<file path="src/rtl/serial_borrow_subtractor.sv">
// Bit-serial subtractor D = A - B - Bin, one bit per clock, LSB first,
// with start/done handshake and registered borrow-out and signed overflow.
module serial_borrow_subtractor #(
    parameter int WIDTH = 4
) (
    input  logic             clk,
    input  logic             rst,
    input  logic             start,
    input  logic [WIDTH-1:0] A,
    input  logic [WIDTH-1:0] B,
    input  logic             Bin,
    output logic             busy,
    output logic             done,
    output logic [WIDTH-1:0] D,
    output logic             Bout,
    output logic             V
);

    localparam int IDX_W = $clog2(WIDTH);

    typedef enum logic [1:0] {
        S_IDLE = 2'd0,
        S_RUN  = 2'd1,
        S_DONE = 2'd2
    } state_t;

    state_t             state_r;
    state_t             state_nxt_s;
    logic [WIDTH-1:0]   a_lat_r;
    logic [WIDTH-1:0]   b_lat_r;
    logic [WIDTH-1:0]   res_r;
    logic [WIDTH-1:0]   res_nxt_s;
    logic [IDX_W-1:0]   idx_r;
    logic               br_r;
    logic               br_nxt_s;
    logic               d_bit_s;
    logic               last_bit_s;
    logic               accept_s;
    logic               busy_r;
    logic               done_r;
    logic [WIDTH-1:0]   d_r;
    logic               bout_r;
    logic               v_r;

    function automatic logic sub_diff(input logic a, input logic b, input logic br);
        return a ^ b ^ br;
    endfunction

    function automatic logic sub_borrow(input logic a, input logic b, input logic br);
        return (~a & b) | (~(a ^ b) & br);
    endfunction

    // Single full-subtractor stage and the partially assembled result
    always_comb begin
        d_bit_s    = sub_diff(a_lat_r[idx_r], b_lat_r[idx_r], br_r);
        br_nxt_s   = sub_borrow(a_lat_r[idx_r], b_lat_r[idx_r], br_r);
        last_bit_s = (idx_r == IDX_W'(WIDTH - 1));
        res_nxt_s  = res_r;
        res_nxt_s[idx_r] = d_bit_s;
        accept_s   = start && ((state_r == S_IDLE) || (state_r == S_DONE));
    end

    // Next-state decode; DONE re-enters RUN directly for back-to-back starts
    always_comb begin
        state_nxt_s = state_r;
        case (state_r)
            S_IDLE: begin
                if (start) state_nxt_s = S_RUN;
                else       state_nxt_s = S_IDLE;
            end
            S_RUN: begin
                if (last_bit_s) state_nxt_s = S_DONE;
                else            state_nxt_s = S_RUN;
            end
            S_DONE: begin
                if (start) state_nxt_s = S_RUN;
                else       state_nxt_s = S_IDLE;
            end
            default: state_nxt_s = S_IDLE;
        endcase
    end

    // State register and registered handshake outputs
    always_ff @(posedge clk) begin
        if (rst) begin
            state_r <= S_IDLE;
            busy_r  <= 1'b0;
            done_r  <= 1'b0;
        end else begin
            state_r <= state_nxt_s;
            busy_r  <= (state_nxt_s == S_RUN);
            done_r  <= (state_nxt_s == S_DONE);
        end
    end

    // Operand latch, bit-serial datapath and result capture
    always_ff @(posedge clk) begin
        if (rst) begin
            a_lat_r <= {WIDTH{1'b0}};
            b_lat_r <= {WIDTH{1'b0}};
            res_r   <= {WIDTH{1'b0}};
            idx_r   <= {IDX_W{1'b0}};
            br_r    <= 1'b0;
            d_r     <= {WIDTH{1'b0}};
            bout_r  <= 1'b0;
            v_r     <= 1'b0;
        end else if (accept_s) begin
            a_lat_r <= A;
            b_lat_r <= B;
            res_r   <= {WIDTH{1'b0}};
            idx_r   <= {IDX_W{1'b0}};
            br_r    <= Bin;
        end else if (state_r == S_RUN) begin
            res_r <= res_nxt_s;
            br_r  <= br_nxt_s;
            idx_r <= idx_r + IDX_W'(1);
            if (last_bit_s) begin
                d_r    <= res_nxt_s;
                bout_r <= br_nxt_s;
                // d_bit_s is the MSB of the difference on the final bit
                v_r    <= (a_lat_r[WIDTH-1] ^ b_lat_r[WIDTH-1]) & (a_lat_r[WIDTH-1] ^ d_bit_s);
            end
        end
    end

    assign busy = busy_r;
    assign done = done_r;
    assign D    = d_r;
    assign Bout = bout_r;
    assign V    = v_r;

endmodule
</file>
<file path="config.mk">
export PLATFORM = sky130hd
export DESIGN_NAME = serial_borrow_subtractor
export DESIGN_NICKNAME = d
export VERILOG_FILES = /design/src/rtl/serial_borrow_subtractor.sv
export SDC_FILE = /design/constraint.sdc
export NUM_CORES = 1
export LEC_CHECK = 0
export CORE_ASPECT_RATIO = 1.2
export CORE_MARGIN = 5
export CORE_UTILIZATION = 30
export DETAILED_ROUTE_END_ITERATION = 10
export GPL_TIMING_DRIVEN = 0
export PLACE_DENSITY = 0.57
export SLEW_MARGIN = 20
export SYNTH_ARGS = -nofsm -noshare
export SYNTH_HDL_FRONTEND = slang
export SYNTH_SLANG_ARGS = --single-unit
</file>
<file path="constraint.sdc">
create_clock -name clk -period 3.9 [get_ports clk]
set_input_delay 0.39 -clock clk [delete_from_list [all_inputs] [get_ports clk]]
set_output_delay 0.39 -clock clk [all_outputs]
set_load 0.05 [all_outputs]
</file>
==> impl_metrics.ini <==
[sta]
slew_headroom_pct = 66.8
rsz0062_at_grt = no
report.final.slew_viol_count = 0
final-setup-viol-count = 0
final.setup.tns_ps = 0
tightest_slew_ps = 497
fin_crit_ps = 2310
fmax_mhz = 432
fin_skew_ps = 0.752
period_share_pct = 59.3
hold_violations = 0

[job]
drv_cap = 0

[yosys]
post_synth_num_cell_types = 24
synth.top_cell.area_share_pct = 44.5
synth_top_area_cell = dfxtp_1
synth_seq_cells = 24
syn_nets = 128
synthCells = 111
synth_area_leaders = dfxtp_1 44%, mux2i_1 6.5%, nand2_1 6.3%, a21oi_1 5.1%, a211oi_2 4.6%
synth.avg_cell_area_um2 = 9.73
netlist_area_um2 = 1080
synth_seq_area_share_pct = 44.5
synth_warnings = 0

[placement]
routabilityCongestion = 0.750
postPlaceCellArea_um2 = 1320
dpl.hpwl_um = 1740
port_buffers = 19

[pwr]
p_per_area_nw_per_um2 = 361
p_sw_share_pct = 23.8
pwr-share-comb_pct = 14.2
pwr-share-clk_pct = 33.0
power_leakage_nw = 0.521
seqPwrFrac_pct = 52.8
p_int_mw = 0.378
switching_power_mw = 0.118
ir_drop_v = 0.000181

[critical_path]
path_class = reg -> reg
cpMaxStageDelayCell = mux4_2
crit_chain = mux4_2 > inv_1 > fa_1 > buf_2 > and3b_1 > a211oi_1 > nor3_1
startpoint = idx_r[0]
crit_required_ps = 4050
crit_family = multiplexers
worstReg2RegStart = idx_r[0]
crit_arrival_ps = 2460
crit_path_max_incr_delay_ps = 540
crit_path_end_kind = flop
crit_buf_inv = 2
worst-path-max-fanout = 9
startpoint_type = flop

[drt]
drtIter0Drc = 9
dr.pass1.iters = 2
avgViaCountPerCell = 4.62
detail-route-antenna-nets = 0
routedWlPerCell_um = 12.9
drt-total-wl_um = 2240
drcViolationCount = 0
num_vias = 800

[global_route]
grt_pass1_vias = 834
grt_pass1_wl_um = 3620
grt_max_degree = 14
grt_use_total_pct = 9.83
antenna_found_initial = 0
grt-ovfl-total = 0

[cells_and_area]
design_area_um2 = 1370
drive_gt1_share_pct = 15.7
nets = 152
antenna_cells = 0
fillers = 384
syn2layout_area_growth_pct = 27.2

[floorplan]
design.die.area_um2 = 4900
die_w_um = 64.8
rows = 24
core_area_um2 = 3540
initial_utilization_pct = 30.5
ioPinCount = 20
die_h_um = 75.7

[clocking]
clkSlewWorstSetupHoldPaths_ps = 80
cts_tree = yes
cts_resized = 0
clk_latency_ps = 260
ctsHoldBuffers = 0
clkSinkCount = 24
htreeDepth = 1
cts_root_buf = clkbuf_8
cts_buffer_depth = 2
numCtsBuffers = 3
postCtsSetupRepairBufs = 0

[min_path]
min-delay-path-class = reg -> reg
min_from = a_lat_r[2]

[status]
run_status = complete, no violations
==> synth_stat cells <==
library cell  count
mux4_2            2
buf_2             4
nor2b_4           1
and2b_1           1
nand3b_1          5
o21ai_1           1
nor2_1            9
fa_1              1
mux2_2            1
nand2_1          18
inv_1             4
nand2b_1          3
xnor2_1           1
nor3_1            1
dfxtp_1          24
a211oi_2          4
a21oi_1          11
and3b_1           2
buf_6             1
mux2i_1           7
clkbuf_1          1
a211oi_1          1
ha_1              4
nor2_2            4
==> cells by family (layout without fill, tap and decap cells) <==
kind of cell	Yosys count	after routing	synth area share [%]
buffers and inverters	10	33	4.63
and+or+nand+nor	44	44	21.0
muxes	10	10	11.7
DFF	24	24	44.5
xor gates and xnor gates	1	1	0.811
adders and majority gates	5	5	6.49
AOI/OAI and AO/OA	17	17	10.9
==> power groups by stage <==
stage / sequential, mW / clock (mW) / combinational (mW)
5_1_grt: 0.264 / 0.183 / 0.0787
3_5_place_dp: 0.268 / 0 / 0.0714
3_3_place_gp: 0.267 / 0 / 0.0702
2_1_floorplan: 0.269 / 0 / 0.0449
6_report: 0.262 / 0.164 / 0.0706
4_1_cts: 0.262 / 0.171 / 0.0716
==> final timing paths <==
kind	slack, ps	depth (start not counted)	to
worst max-delay path	1590	7	V
worst max register to register	1590	7	V
worst min register to register	460	2	a_lat_r[2]
worst min-delay path	460	2	a_lat_r[2]
==> through the flow <==
step / setup slack [ps] / cells / hold WS (ps) / util [%] / total power [mW]
floorplan: 1780 / 111 / 433 / - / 0.313
global placement: 1610 / 169 / 442 / 37.2 / 0.338
detailed placement: 1580 / 169 / 446 / 37.2 / 0.339
CTS: 1570 / 173 / 457 / 38.8 / 0.504
global route: 1390 / 173 / 479 / 38.8 / 0.526
finish: 1590 / 173 / 455 / 38.8 / 0.496
==> layout by cell type, fill, tap and decap left out <==
master / n
buf_6: 1
and2b_1: 1
mux2i_1: 7
xnor2_1: 1
dfxtp_1: 24
buf_2: 4
a21oi_1: 11
clkbuf_1: 1
nor3_1: 1
clkbuf_8: 4
mux2_2: 1
inv_1: 4
nand2_1: 18
a211oi_2: 4
a211oi_1: 1
nor2b_4: 1
mux4_2: 2
o21ai_1: 1
clkdlybuf4s50_1: 19
fa_1: 1
nor2_2: 4
nand3b_1: 5
nand2b_1: 3
ha_1: 4
nor2_1: 9
and3b_1: 2
==> routing by layer <==
metal	routed length, µm	track usage (%)	vias to the layer above
li1	-	-	416
met4	42	4.93	0
met1	914	10.1	368
met3	57	1.77	4
met5	0	0	-
met2	1220	19.2	12
==> registers in the layout, summed over array words and instances, names as in the netlist <==
signal and count:
b_lat_r 4, state_r 2, a_lat_r 4, D 4, done 1, idx_r 2
Bout 1, busy 1, V 1, res_r 3, br_r 1
==> worst reg2reg max path, delay by kind of cell (launching register included) <==
kind / cells / cell delay [ps]
mux: 1 / 540
compound gates: 1 / 210
buf+inv: 2 / 280
fa+ha+maj: 1 / 410
simple gates: 2 / 250
flops: 1 / 520
==> cell type report <==
| class | count | area, µm² | share of cell area (%) |
|---|---|---|---|
| sequential | 24 | 480 | 35.0 |
| buffer | 6 | 35.0 | 2.55 |
| multi-input combinational | 77 | 549 | 40.0 |
| clock buffer | 4 | 55.1 | 4.01 |
| inverter | 4 | 15.0 | 1.09 |
| tap | 39 | 48.8 | 3.55 |
| timing repair buffer | 19 | 190 | 13.8 |
Note: power is estimated with default switching activity, not from simulation.
